$ cat config.mk
export PLATFORM = sky130hd
export DESIGN_NAME = seg7_capture
export DESIGN_NICKNAME = d
export VERILOG_FILES = /design/src/rtl/seg7_pkg.sv /design/src/rtl/seg7_pat2hex.sv /design/src/rtl/seg7_capture.sv
export SDC_FILE = /design/constraint.sdc
export NUM_CORES = 1
export LEC_CHECK = 0
export BUFFER_PORTS_ARGS = -buffer_cell sky130_fd_sc_hd__buf_2
export CORE_MARGIN = 2
export CORE_UTILIZATION = 50
export CTS_BUF_LIST = sky130_fd_sc_hd__clkbuf_8
export CTS_CLUSTER_DIAMETER = 40
export DETAILED_ROUTE_END_ITERATION = 8
export PLACE_DENSITY_LB_ADDON = 0.2
export SLEW_MARGIN = 20
export SYNTH_ARGS = -nofsm -noshare
export SYNTH_HDL_FRONTEND = slang
export SYNTH_SLANG_ARGS = --single-unit
$ cat constraint.sdc
create_clock -name clk -period 3.1 [get_ports clk]
set_input_delay 0.62 -clock clk [delete_from_list [all_inputs] [get_ports clk]]
set_output_delay 0.62 -clock clk [all_outputs]
set_load 0.01 [all_outputs]
$ cat src/rtl/seg7_pkg.sv
// Shared 7-segment definitions: active-low digit patterns (g..a), blank
// pattern and the capture output FSM state type.
package seg7_pkg;

  // Indexed by hex digit value, so SEG_HEX[4'hA] is the pattern for 'A'.
  localparam logic [15:0][6:0] SEG_HEX = {
    7'b0001110,  // F
    7'b0000110,  // E
    7'b0100001,  // d
    7'b1000110,  // C
    7'b0000011,  // b
    7'b0001000,  // A
    7'b0010000,  // 9
    7'b0000000,  // 8
    7'b1111000,  // 7
    7'b0000010,  // 6
    7'b0010010,  // 5
    7'b0011001,  // 4
    7'b0110000,  // 3
    7'b0100100,  // 2
    7'b1111001,  // 1
    7'b1000000   // 0
  };

  localparam logic [6:0] SEG_BLANK = 7'h7F;

  typedef enum logic {
    EMPTY = 1'b0,
    FULL  = 1'b1
  } out_state_e;

endpackage

$ cat src/rtl/seg7_pat2hex.sv
// Combinational decoder from an active-low 7-segment pattern back to a hex
// nibble, flagging legal digits and the blank pattern separately.
module seg7_pat2hex
  import seg7_pkg::*;
(
  input  logic [6:0] pat_i,
  output logic [3:0] nibble_o,
  output logic       legal_o,
  output logic       blank_o
);

  always_comb begin
    nibble_o = 4'h0;
    legal_o  = 1'b0;
    for (int i = 0; i < 16; i++) begin
      if (pat_i == SEG_HEX[i]) begin
        nibble_o = 4'(i);
        legal_o  = 1'b1;
      end
    end
  end

  assign blank_o = (pat_i == SEG_BLANK);

endmodule

$ cat src/rtl/seg7_capture.sv
// Stability-filtered 7-segment capture with valid/ready output.
// Define SEG7_CAP_ERR_EN to report illegal patterns as items with out_err=1.
module seg7_capture
  import seg7_pkg::*;
#(
  parameter int unsigned STABLE_CYCLES = 4
) (
  input  logic       clk,
  input  logic       rst,
  input  logic [6:0] seg_i,
  output logic       out_valid,
  input  logic       out_ready,
  output logic [3:0] out_nibble,
  output logic       out_err,
  output logic       ovf
);

  logic [6:0] samp_q, samp_d;
  logic [6:0] last_q, last_d;
  logic [7:0] stab_cnt_q, stab_cnt_d;
  out_state_e state_q, state_d;
  logic [3:0] nibble_q, nibble_d;
  logic       ovf_q, ovf_d;
`ifdef SEG7_CAP_ERR_EN
  logic       err_q, err_d;
`endif

  logic [3:0] pat_nibble;
  logic       pat_legal;
  logic       pat_blank;
  logic       unchanged;
  logic       accept;
  logic       emit;
  logic       handshake;

  seg7_pat2hex u_pat2hex (
    .pat_i    (samp_q),
    .nibble_o (pat_nibble),
    .legal_o  (pat_legal),
    .blank_o  (pat_blank)
  );

  always_comb begin
    samp_d     = seg_i;
    last_d     = last_q;
    stab_cnt_d = stab_cnt_q;
    state_d    = state_q;
    nibble_d   = nibble_q;
    ovf_d      = ovf_q;
`ifdef SEG7_CAP_ERR_EN
    err_d      = err_q;
`endif

    unchanged = (seg_i == samp_q);
    if (!unchanged)
      stab_cnt_d = 8'd0;
    else if (stab_cnt_q != 8'(STABLE_CYCLES))
      stab_cnt_d = stab_cnt_q + 8'd1;

    // Acceptance fires once per stable run: the counter then saturates past STABLE_CYCLES-1.
    accept = unchanged && (stab_cnt_q == 8'(STABLE_CYCLES - 1)) && (samp_q != last_q);
    if (accept)
      last_d = samp_q;

`ifdef SEG7_CAP_ERR_EN
    emit = accept && !pat_blank;
`else
    emit = accept && pat_legal;
`endif

    handshake = (state_q == FULL) && out_ready;

    case (state_q)
      EMPTY: begin
        if (emit) begin
          state_d  = FULL;
          nibble_d = pat_legal ? pat_nibble : 4'h0;
`ifdef SEG7_CAP_ERR_EN
          err_d    = !pat_legal;
`endif
        end
      end
      FULL: begin
        if (emit && handshake) begin
          nibble_d = pat_legal ? pat_nibble : 4'h0;
`ifdef SEG7_CAP_ERR_EN
          err_d    = !pat_legal;
`endif
        end else if (handshake) begin
          state_d = EMPTY;
        end else if (emit) begin
          ovf_d = 1'b1;
        end
      end
      default: state_d = EMPTY;
    endcase
  end

  always_ff @(posedge clk) begin
    if (rst) begin
      samp_q     <= SEG_BLANK;
      last_q     <= SEG_BLANK;
      stab_cnt_q <= 8'd0;
      state_q    <= EMPTY;
      nibble_q   <= 4'h0;
      ovf_q      <= 1'b0;
`ifdef SEG7_CAP_ERR_EN
      err_q      <= 1'b0;
`endif
    end else begin
      samp_q     <= samp_d;
      last_q     <= last_d;
      stab_cnt_q <= stab_cnt_d;
      state_q    <= state_d;
      nibble_q   <= nibble_d;
      ovf_q      <= ovf_d;
`ifdef SEG7_CAP_ERR_EN
      err_q      <= err_d;
`endif
    end
  end

  assign out_valid  = (state_q == FULL);
  assign out_nibble = nibble_q;
  assign ovf        = ovf_q;
`ifdef SEG7_CAP_ERR_EN
  assign out_err    = err_q;
`else
  assign out_err    = 1'b0;
`endif

endmodule

==> impl_metrics.csv, run 1 <==
group,metric,value,unit
status,outcome,"completed",
timing,hold_violations,0,
worst_setup_path,rr_worst_depth,5,
finish,diodes,0,
worst_setup_path,rr_endpoint,"out_nibble[3]$_SDFFE_PP0P_",
timing,max_freq,0.433,GHz
clock_network,post_cts_buffers,0,
timing,setup_tns,0,ns
logic_synthesis,synthMuxAreaShare,1.86,%
worst_setup_path,cp_max_fo,17,
placed_design,dpl-instance-area,1670,um^2
clock_network,cts_num_sinks,28,
worst_setup_path,reg2reg_slack,0.79,ns
logic_synthesis,synth_top_family_by_area,"simple AND/OR/NAND/NOR gates",
die,fp.coreArea,3050,um^2
grt,grt_pass1_vias,1242,
timing,holdWs,0.456,ns
clock_network,htree_levels,1,
pwr,p_leak,0.617,nW
timing,fin_ws,0.792,ns
die,row_count,20,
timing,maxSlewViolCount,0,
clock_network,clock-root-buffer,"clkbuf_8",
clock_network,cts-buffers-inserted,3,
grt,antenna_found_initial,0,
grt,overflow,0,
finish,drive_gt1_share,16.9,%
clock_network,clkTransAtPathRegs,0.09,ns
worst_setup_path,required,3.29,ns
worst_setup_path,cp_top_family,"simple AND/OR/NAND/NOR gates",
die,ios,17,
clock_network,cts_tree,"built",
placed_design,gp_congestion,0.784,
die,die_h,60.8,um
logic_synthesis,synth_nets,203,
grt,grt_max_degree,18,
placed_design,place.detailed.hpwl,2310,um
worst_setup_path,critical_path.startpoint,"samp_q[4]$_SDFF_PP1_",
finish,ff_latch_area,561,um^2
logic_synthesis,synthSimpleGateAreaFrac,29.5,%
worst_setup_path,crit_buf_inv,0,
run,cap_violations,0,
clock_network,clk_path_buf_depth,2,
grt,globalRouteTotalUtil,19.2,%
timing,relSlewSlack,59.1,%
min_path,hp-class,"flop to flop",
logic_synthesis,yosys.area_share.adder,1.55,%
finish,fill_cells,312,
clock_network,insertion_delay,0.27,ns
logic_synthesis,synth_compound_area_share,13.7,%
logic_synthesis,yosysWarningCount,0,
timing,finClkSkew,0.00305,ns
route,detail-route-antenna-nets,0,
logic_synthesis,ys_types,46,
finish,fin_area,1730,um^2
logic_synthesis,syn_inst,191,
timing,fin_crit_sh,74.4,%
timing,rsz0062_at_grt,"no",
worst_setup_path,worstPathArrival,2.50,ns
worst_setup_path,path_cells,"xnor2_1 -> or4b_2 -> nand3_1 -> o211ai_4 -> a221oi_2",
clock_network,hold_buffers,0,
logic_synthesis,synth_xor_xnor_area_share,12.5,%
route,viasPerCell,5.59,
worst_setup_path,start_kind,"flop",
logic_synthesis,synth-seq-cells,28,
die,start_util,52.8,%
worst_setup_path,critPathCapture,"out_nibble[3]$_SDFFE_PP0P_",
route,dr.pass1.iters,4,
timing,layout_min_cycle_time,2.31,ns
pwr,power_density,383,nW/um^2
finish,nNetsFinal,208,
timing,finalSetupViolCount,0,
route,routedWlPerCell,13.1,um
logic_synthesis,netlist_area,1610,um^2
placed_design,dp_slack,0.772,ns
finish,multi_input_area,957,um^2
worst_setup_path,crit_type,"flop to flop",
die,die_x,60.8,um
pwr,peakVddDrop,0.409,mV
die,design.die.area,3700,um^2
worst_setup_path,r2r-start,"samp_q[4]$_SDFF_PP1_",
clock_network,cts-resized-gates,0,
worst_setup_path,cp-end-kind,"flop",
finish,syn_to_final_growth,6.98,%
route,drc,0,
timing,tightest_slew,0.612,ns
logic_synthesis,synth.avg_cell_area,8.44,um^2
grt,grt_pass1_wl,5370,um
placed_design,io_buffers,15,
worst_setup_path,max_stage_delay,0.72,ns
route,drt-total-wl,3140,um
worst_setup_path,cp.depth,5,
worst_setup_path,crit_slowest_cell,"dfxtp_1",
logic_synthesis,ys_seq_area_share,34.8,%
route,drt_iter0_markers,46,
route,vias,1335,
==> layout by cell type, fill, tap and decap left out, types with 2 or more instances in the layout <==
master | Yosys | routed
nand2_1 | 4 | 4
xor2_1 | 19 | 19
clkbuf_8 | 0 | 4
nor2_1 | 14 | 14
and3_1 | 2 | 2
or2_2 | 7 | 7
dfxtp_1 | 28 | 28
a21oi_1 | 6 | 6
xnor2_1 | 4 | 4
nand2b_1 | 3 | 3
nor2b_1 | 3 | 3
nor3b_1 | 2 | 2
o21ai_0 | 11 | 11
buf_2 | 1 | 15
nor3_1 | 6 | 6
and2_1 | 3 | 3
nor4_1 | 4 | 4
inv_1 | 6 | 6
o211ai_1 | 3 | 3
nand3_1 | 24 | 24
mux2i_1 | 3 | 3
ha_1 | 2 | 2
==> per-layer routing <==
layer / vias to the layer above / wire length [um] / global-route usage (%)
met3: 2 / 148 / 3.84
met1: 612 / 1510 / 25.6
li1: 678 / - / -
met4: 0 / 14 / 5.28
met5: - / 0 / 0
met2: 43 / 1470 / 31.8
==> flip-flops by register name, indices dropped and copies added (netlist names) <==
name and flops:
ovf 1, last_q 7, out_nibble 4, out_valid 1
samp_q 7, stab_cnt_q 8
==> cells in the mapped netlist (all sizes together) <==
master | instances | share of area, %
a211oi | 1 | 0.47
a21oi | 6 | 1.9
a221o | 1 | 0.62
a221oi | 2 | 1.5
a22o | 1 | 0.54
a31o | 1 | 0.54
a32oi | 1 | 0.54
and2 | 3 | 1.2
and3 | 3 | 1.2
and4 | 1 | 0.54
and4b | 1 | 0.62
buf | 4 | 1.9
clkbuf | 11 | 2.6
conb | 1 | 0.23
dfxtp | 28 | 35
ha | 2 | 1.6
inv | 6 | 1.4
mux2i | 3 | 1.9
nand2 | 4 | 0.93
nand2b | 3 | 1.2
nand3 | 24 | 7.4
nand4b | 1 | 0.54
nor2 | 14 | 3.3
nor2b | 3 | 1.2
nor3 | 6 | 1.9
nor3b | 2 | 0.93
nor4 | 4 | 1.6
nor4b | 2 | 2.0
nor4bb | 1 | 0.62
o211ai | 4 | 2.7
o21ai | 11 | 3.4
o311ai | 1 | 0.54
o31a | 1 | 0.54
o31ai | 1 | 0.47
or2 | 7 | 2.7
or3 | 1 | 0.39
or4 | 1 | 0.70
or4b | 1 | 0.62
xnor2 | 4 | 2.2
xor2 | 19 | 10
==> worst min path at each step <==
stage	startpoint	endpoint	depth (start not counted)
after global routing	out_nibble[0]$_SDFFE_PP0P_	out_nibble[0]$_SDFFE_PP0P_	2
after CTS	ovf$_SDFFE_PP0P_	ovf$_SDFFE_PP0P_	2
after floorplan	last_q[3]$_SDFFE_PP1P_	last_q[3]$_SDFFE_PP1P_	2
after detailed placement	ovf$_SDFFE_PP0P_	ovf$_SDFFE_PP0P_	2
final	ovf$_SDFFE_PP0P_	ovf$_SDFFE_PP0P_	2
after global placement	ovf$_SDFFE_PP0P_	ovf$_SDFFE_PP0P_	2
==> where the power goes <==
part / total [W] / switching, W / internal (W) / leakage (nW)
logic: 0.0000527 / 0.0000276 / 0.0000251 / 0.361
registers: 0.000384 / 0.0000201 / 0.000364 / 0.228
clock network: 0.000223 / 0.000109 / 0.000114 / 0.0288
total: 0.000660 / 0.000157 / 0.000503 / 0.617
==> cells by family (layout without fill, tap and decap cells) <==
logic type,Yosys count,in the layout
muxes,3,3
and+or+nand+nor,82,82
xor gates and xnor gates,23,23
AOI/OAI and AO/OA,31,31
other,1,1
buffers and inverters,21,25
adders and majority gates,2,2
DFF,28,28
==> per-stage QoR <==
step           power, W  util, %  std cells
3_3_place_gp   0.000444     54.7        235
6_report       0.000660     56.5        239
4_1_cts        0.000665     56.5        239
2_1_floorplan  0.000431        -        191
5_1_grt        0.000692     56.5        239
3_5_place_dp   0.000446     54.7        235
==> worst register-to-register path, delay by kind of cell (launching register included) <==
family                    cells  cell delay [ns]
AOI/OAI and AO/OA             2             0.44
xor gates and xnor gates      1             0.16
DFF                           1             0.72
and+or+nand+nor               2             0.90
==> final cells by class <==
type,instances,area share (%)
clock buffer,4,3.19
multi-input combinational,142,55.5
timing repair buffer,15,4.35
sequential,28,32.5
inverter,6,1.31
tap,44,3.19
No activity file was read; power rests on OpenSTA's default activity.
==> run 2, diff against run 1 <==
Clock period 3.1 ns to 2 ns, I/O delays scaled along.
==> run 2 against run 1 <==
  * Sequential cell count stayed put
  * Critical endpoint unchanged
  * Register-to-register slack got worse by 0.73 ns
  * Routed wire length increased by 11%
  * Largest power group unchanged
  * Count of clock-buffer cells in the layout fell by 1
  * Sequential share of layout area is 2.8 points lower
  * Hold slack got worse by 0.13 ns
  * Via count is 8.5% higher
==> impl_metrics.csv, run 2 (synthesis results as in run 1) <==
group,metric,value,unit
status,outcome,"completed",
die,die_h,60.8,um
finish,final_cell_mix,"dfxtp_1 (27), nand3_1 (23), xor2_1 (19)",
timing,hold_violations,0,
timing,finClkSkew,0.00314,ns
route,drt_iter0_markers,66,
placed_design,io_buffers,15,
die,die_x,60.8,um
route,drt-total-wl,3500,um
placed_design,gp_congestion,0.871,
worst_setup_path,cp_max_fo,5,
clock_network,clkTransAtPathRegs,0.10,ns
clock_network,cts_num_sinks,28,
placed_design,dpl-instance-area,1810,um^2
pwr,clkPwrFrac,39.0,%
placed_design,place.detailed.hpwl,2630,um
grt,overflow,0,
clock_network,hold_buffers,0,
pwr,sw_frac_of_total,22.9,%
run,cap_violations,0,
finish,diodes,0,
finish,layout_commonest_cell,"dfxtp_1",
timing,max_freq,0.516,GHz
finish,largest_register,"stab_cnt_q",
grt,antenna_found_initial,0,
route,drc,0,
die,ios,17,
route,vias,1448,
timing,fin_ws,0.0607,ns
pwr,power,0.00116,W
pwr,power_density,612,nW/um^2
grt,globalRouteTotalUtil,21.1,%
route,detail-route-antenna-nets,0,
clock_network,insertion_delay,0.28,ns
timing,rsz0062_at_grt,"no",
pwr,power_frac_seq,49.7,%
clock_network,htree_levels,1,
pwr,p_leak,0.713,nW
route,dr.pass1.iters,5,
grt,grt_max_degree,17,
pwr,intPower,0.000892,W
die,row_count,20,
min_path,hp-class,"input pin to flop",
die,design.die.area,3700,um^2
placed_design,dp_slack,0.0605,ns
worst_setup_path,required,2.20,ns
placed_design,placed_cells,252,
timing,finalSetupViolCount,0,
die,fp.coreArea,3050,um^2
worst_setup_path,crit_type,"flop to flop",
worst_setup_path,start_kind,"flop",
finish,fill_cells,297,
finish,multi_input_area,963,um^2
finish,drive_gt1_share,25.0,%
finish,stdcell_count,256,
grt,grt_pass1_wl,5910,um
finish,reg_top3,"stab_cnt_q: 8 flops, last_q: 7 flops, samp_q: 7 flops",
finish,nNetsFinal,225,
grt,grt_pass1_vias,1339,
timing,layout_min_cycle_time,1.94,ns
clock_network,cts_tree,"built",
timing,maxSlewViolCount,0,
finish,largest_reg_flops,8,
finish,fin_area,1890,um^2
pwr,p_sw,0.000265,W
clock_network,post_cts_buffers,0,
clock_network,cts-buffers-inserted,3,
finish,ff_latch_area,562,um^2
worst_setup_path,worstPathArrival,2.14,ns
worst_setup_path,cp-end-kind,"flop",
timing,fin_crit_sh,97.0,%
clock_network,clock-root-buffer,"clkbuf_8",
route,viasPerCell,5.66,
pwr,peakVddDrop,0.328,mV
pwr,power_frac_comb,11.4,%
timing,setup_tns,0,ns
route,routedWlPerCell,13.7,um
clock_network,clk_path_buf_depth,2,
die,start_util,52.8,%
finish,syn_to_final_growth,17.1,%
==> run 2: changes by cell type in the layout (fill, tap and decap cells not counted) <==
cell / delta
bufinv_16: +1
dfxtp_1: -1
dfxtp_2: +1
buf_4: +16
nand3_2: +1
clkbuf_8: -1
buf_12: +1
and3_2: +1
nand3_1: -1
and3_1: -1
==> run 2: per-layer routing <==
| metal | up-vias | global-route usage [%] | share of wire, % |
|---|---|---|---|
| li1 | 711 | - | - |
| met1 | 659 | 28.6 | 47 |
| met2 | 66 | 33.2 | 46 |
| met3 | 12 | 2.77 | 5.1 |
| met4 | 0 | 10.2 | 2.6 |
| met5 | - | 0 | 0 |
==> run 2: timing repair <==
action                     in CTS  in global routing
setup endpoints to repair       0                  6
hold endpoints to repair        0                  0
resized for setup               0                  3
==> run 2: critical path: stages (launching register included) <==
cell      delay [ns]
dfxtp_1         0.35
or4_4           0.55
nor4b_4         0.29
and3_2          0.30
o211ai_4        0.11
a221oi_2        0.27
==> run 2: final timing paths <==
path                                                 start                         end  slack (ns)  cells past startpoint
worst max-delay path            stab_cnt_q[4]$_SDFFE_PP0P_  out_nibble[3]$_SDFFE_PP0P_        0.06                      5
worst min-delay path                              seg_i[2]        samp_q[2]$_SDFF_PP1_        0.33                      2
worst max register to register  stab_cnt_q[4]$_SDFFE_PP0P_  out_nibble[3]$_SDFFE_PP0P_        0.06                      5
worst min register to register            ovf$_SDFFE_PP0P_            ovf$_SDFFE_PP0P_        0.46                      2
==> run 2: power groups by stage <==
stage               clock network [W]  logic (W)  registers (W)
floorplan                           0  0.0000871       0.000582
global placement                    0   0.000124       0.000587
detailed placement                  0   0.000129       0.000587
CTS                          0.000458   0.000130       0.000574
global route                 0.000476   0.000145       0.000576
finish                       0.000451   0.000132       0.000575
==> run 2: per-stage QoR <==
stage	hold WS [ns]	utilization (%)
floorplan	0.476	-
global placement	0.432	59.3
detailed placement	0.444	59.3
CTS	0.325	61.6
global route	0.324	61.9
finish	0.327	61.9
==> run 2: cell type report <==
cell class                 count  share of cell area [%]
multi-input combinational    142                    51.0
sequential                    28                    29.7
timing repair buffer          32                    11.4
tap                           44                    2.91
clock buffer                   3                    2.19
clock inverter                 1                    1.59
inverter                       6                    1.19
==> run 3, diff against run 2 <==
Settings changed: PLACE_DENSITY set to 0.76, PLACE_DENSITY_LB_ADDON 0.2 to unset.
==> run 3 against run 2 <==
  * Hold slack got worse by 0.0061 ns
  * Total power rose by 0.80%
  * Critical path depth did not move
  * Clock power rose by 2%
  * Clock skew rose by 0.00053 ns
  * Maximum frequency rose by 0.69%
  * First-iteration DRC count rose by 15%
  * Routed wire length rose by 1.7%
  * Final cell count rose by 0.39%
  * Cell area rose by 0.86%
  * Sequential power barely moved
  * Setup slack improved by 0.013 ns
  * Highest routed layer unchanged
==> impl_metrics.csv, run 3 (synthesis results as in run 1) <==
group,metric,value,unit
status,outcome,"completed",
placed_design,dp_slack,0.0353,ns
die,row_count,20,
worst_setup_path,rr_endpoint,"out_nibble[3]$_SDFFE_PP0P_",
grt,globalRouteTotalUtil,21.7,%
die,design.die.area,3700,um^2
worst_setup_path,cp_max_fo,5,
finish,ff_latch_area,562,um^2
clock_network,hold_buffers,0,
placed_design,place.detailed.hpwl,2630,um
die,ios,17,
run,cap_violations,0,
finish,largest_register,"stab_cnt_q",
timing,setup_tns,0,ns
timing,fin_crit_sh,96.3,%
route,drt-total-wl,3560,um
pwr,peakVddDrop,0.450,mV
finish,reg_top3,"stab_cnt_q: 8 flops, last_q: 7 flops, samp_q: 7 flops",
worst_setup_path,required,2.20,ns
finish,largest_reg_flops,8,
finish,layout_commonest_cell,"dfxtp_1",
pwr,clkPwrFrac,39.3,%
route,drc,0,
finish,syn_to_final_growth,18.2,%
min_path,hp-class,"input pin to flop",
route,route.met2.wl,1680,um
grt,antenna_found_initial,0,
clock_network,cts_tree,"built",
pwr,p_sw,0.000274,W
route,routedWlPerCell,13.8,um
die,fp.coreArea,3050,um^2
pwr,power_density,612,nW/um^2
route,dr.pass1.iters,4,
grt,grt_pass1_vias,1405,
grt,grt_pass1_wl,6090,um
worst_setup_path,critical_path.startpoint,"stab_cnt_q[4]$_SDFFE_PP0P_",
finish,drive_gt1_share,26.8,%
route,detail-route-antenna-nets,0,
pwr,power_frac_comb,11.2,%
timing,fin_ws,0.0739,ns
worst_setup_path,critPathCapture,"out_nibble[3]$_SDFFE_PP0P_",
worst_setup_path,r2r-start,"stab_cnt_q[4]$_SDFFE_PP0P_",
route,wl_met3,168,um
pwr,p_leak,0.718,nW
finish,multi_input_area,985,um^2
route,highest_layer,"met4",
worst_setup_path,cp-end-kind,"flop",
finish,fill_cells,283,
worst_setup_path,worstPathArrival,2.13,ns
finish,final_cell_mix,"dfxtp_1 (27), nand3_1 (22), xor2_1 (19)",
route,vias,1429,
timing,maxSlewViolCount,0,
die,die_x,60.8,um
clock_network,post_cts_buffers,0,
timing,max_freq,0.519,GHz
clock_network,cts-buffers-inserted,3,
timing,finalSetupViolCount,0,
clock_network,clock-root-buffer,"clkbuf_8",
clock_network,cts_num_sinks,28,
grt,overflow,0,
clock_network,clkTransAtPathRegs,0.10,ns
pwr,power_frac_seq,49.4,%
pwr,power,0.00117,W
clock_network,insertion_delay,0.28,ns
worst_setup_path,start_kind,"flop",
placed_design,io_buffers,15,
clock_network,htree_levels,1,
pwr,sw_frac_of_total,23.5,%
pwr,intPower,0.000893,W
worst_setup_path,reg2reg_slack,0.07,ns
route,drt-met1-wl,1660,um
placed_design,gp_congestion,0.840,
clock_network,clk_path_buf_depth,2,
die,start_util,52.8,%
finish,nNetsFinal,226,
clock_network,cts-resized-gates,0,
route,drt_iter0_markers,76,
worst_setup_path,rr_worst_depth,5,
timing,finClkSkew,0.00368,ns
grt,grt_max_degree,17,
finish,diodes,0,
die,die_h,60.8,um
route,viasPerCell,5.56,
timing,rsz0062_at_grt,"no",
timing,holdWs,0.321,ns
worst_setup_path,crit_type,"flop to flop",
timing,hold_violations,0,
timing,layout_min_cycle_time,1.93,ns
## run 3: cell types whose count changed in the layout (fill, tap and decap cells not counted), sizes merged
cell | previous run | this run
buf | 32 | 33
## run 3: final cells by class
class                      count  share of cell area, %
sequential                    28                   29.5
timing repair buffer          33                   11.0
clock inverter                 1                   1.58
multi-input combinational    142                   51.7
tap                           44                   2.89
clock buffer                   3                   2.17
inverter                       6                   1.18
## run 3: per-layer routing
layer  vias to the layer above  GRT usage (%)
li1                        718              -
met1                       668           27.8
met2                        38           35.3
met3                         5           4.26
met4                         0           9.63
met5                         -              0
## run 3: metrics by stage
step                area [um^2]  util, %  std cells
floorplan                  1610        -        191
global placement           1810     59.1        253
detailed placement         1810     59.1        253
CTS                        1880     61.5        257
global route               1910     62.4        257
finish                     1910     62.4        257
## run 3: power by group through the flow
stage / clock, W / combinational, W / sequential, W
finish: 0.000459 / 0.000131 / 0.000576
global route: 0.000487 / 0.000145 / 0.000578
detailed placement: 0 / 0.000126 / 0.000589
floorplan: 0 / 0.0000871 / 0.000582
CTS: 0.000460 / 0.000127 / 0.000576
global placement: 0 / 0.000122 / 0.000588
## run 3: worst min-delay path by stage
stage,startpoint,endpoint,cells after the start
2_1_floorplan,last_q[3]$_SDFFE_PP1P_,last_q[3]$_SDFFE_PP1P_,2
3_3_place_gp,ovf$_SDFFE_PP0P_,ovf$_SDFFE_PP0P_,2
3_5_place_dp,ovf$_SDFFE_PP0P_,ovf$_SDFFE_PP0P_,2
4_1_cts,seg_i[4],samp_q[4]$_SDFF_PP1_,2
5_1_grt,seg_i[6],samp_q[6]$_SDFF_PP1_,2
6_report,seg_i[4],samp_q[4]$_SDFF_PP1_,2
## run 3: worst max-delay path: stages, from the launching register on
cell and delay (ns):
dfxtp_1 0.35, or4_4 0.54, nor4b_4 0.30, and3_4 0.28, o211ai_4 0.10, a221oi_2 0.28
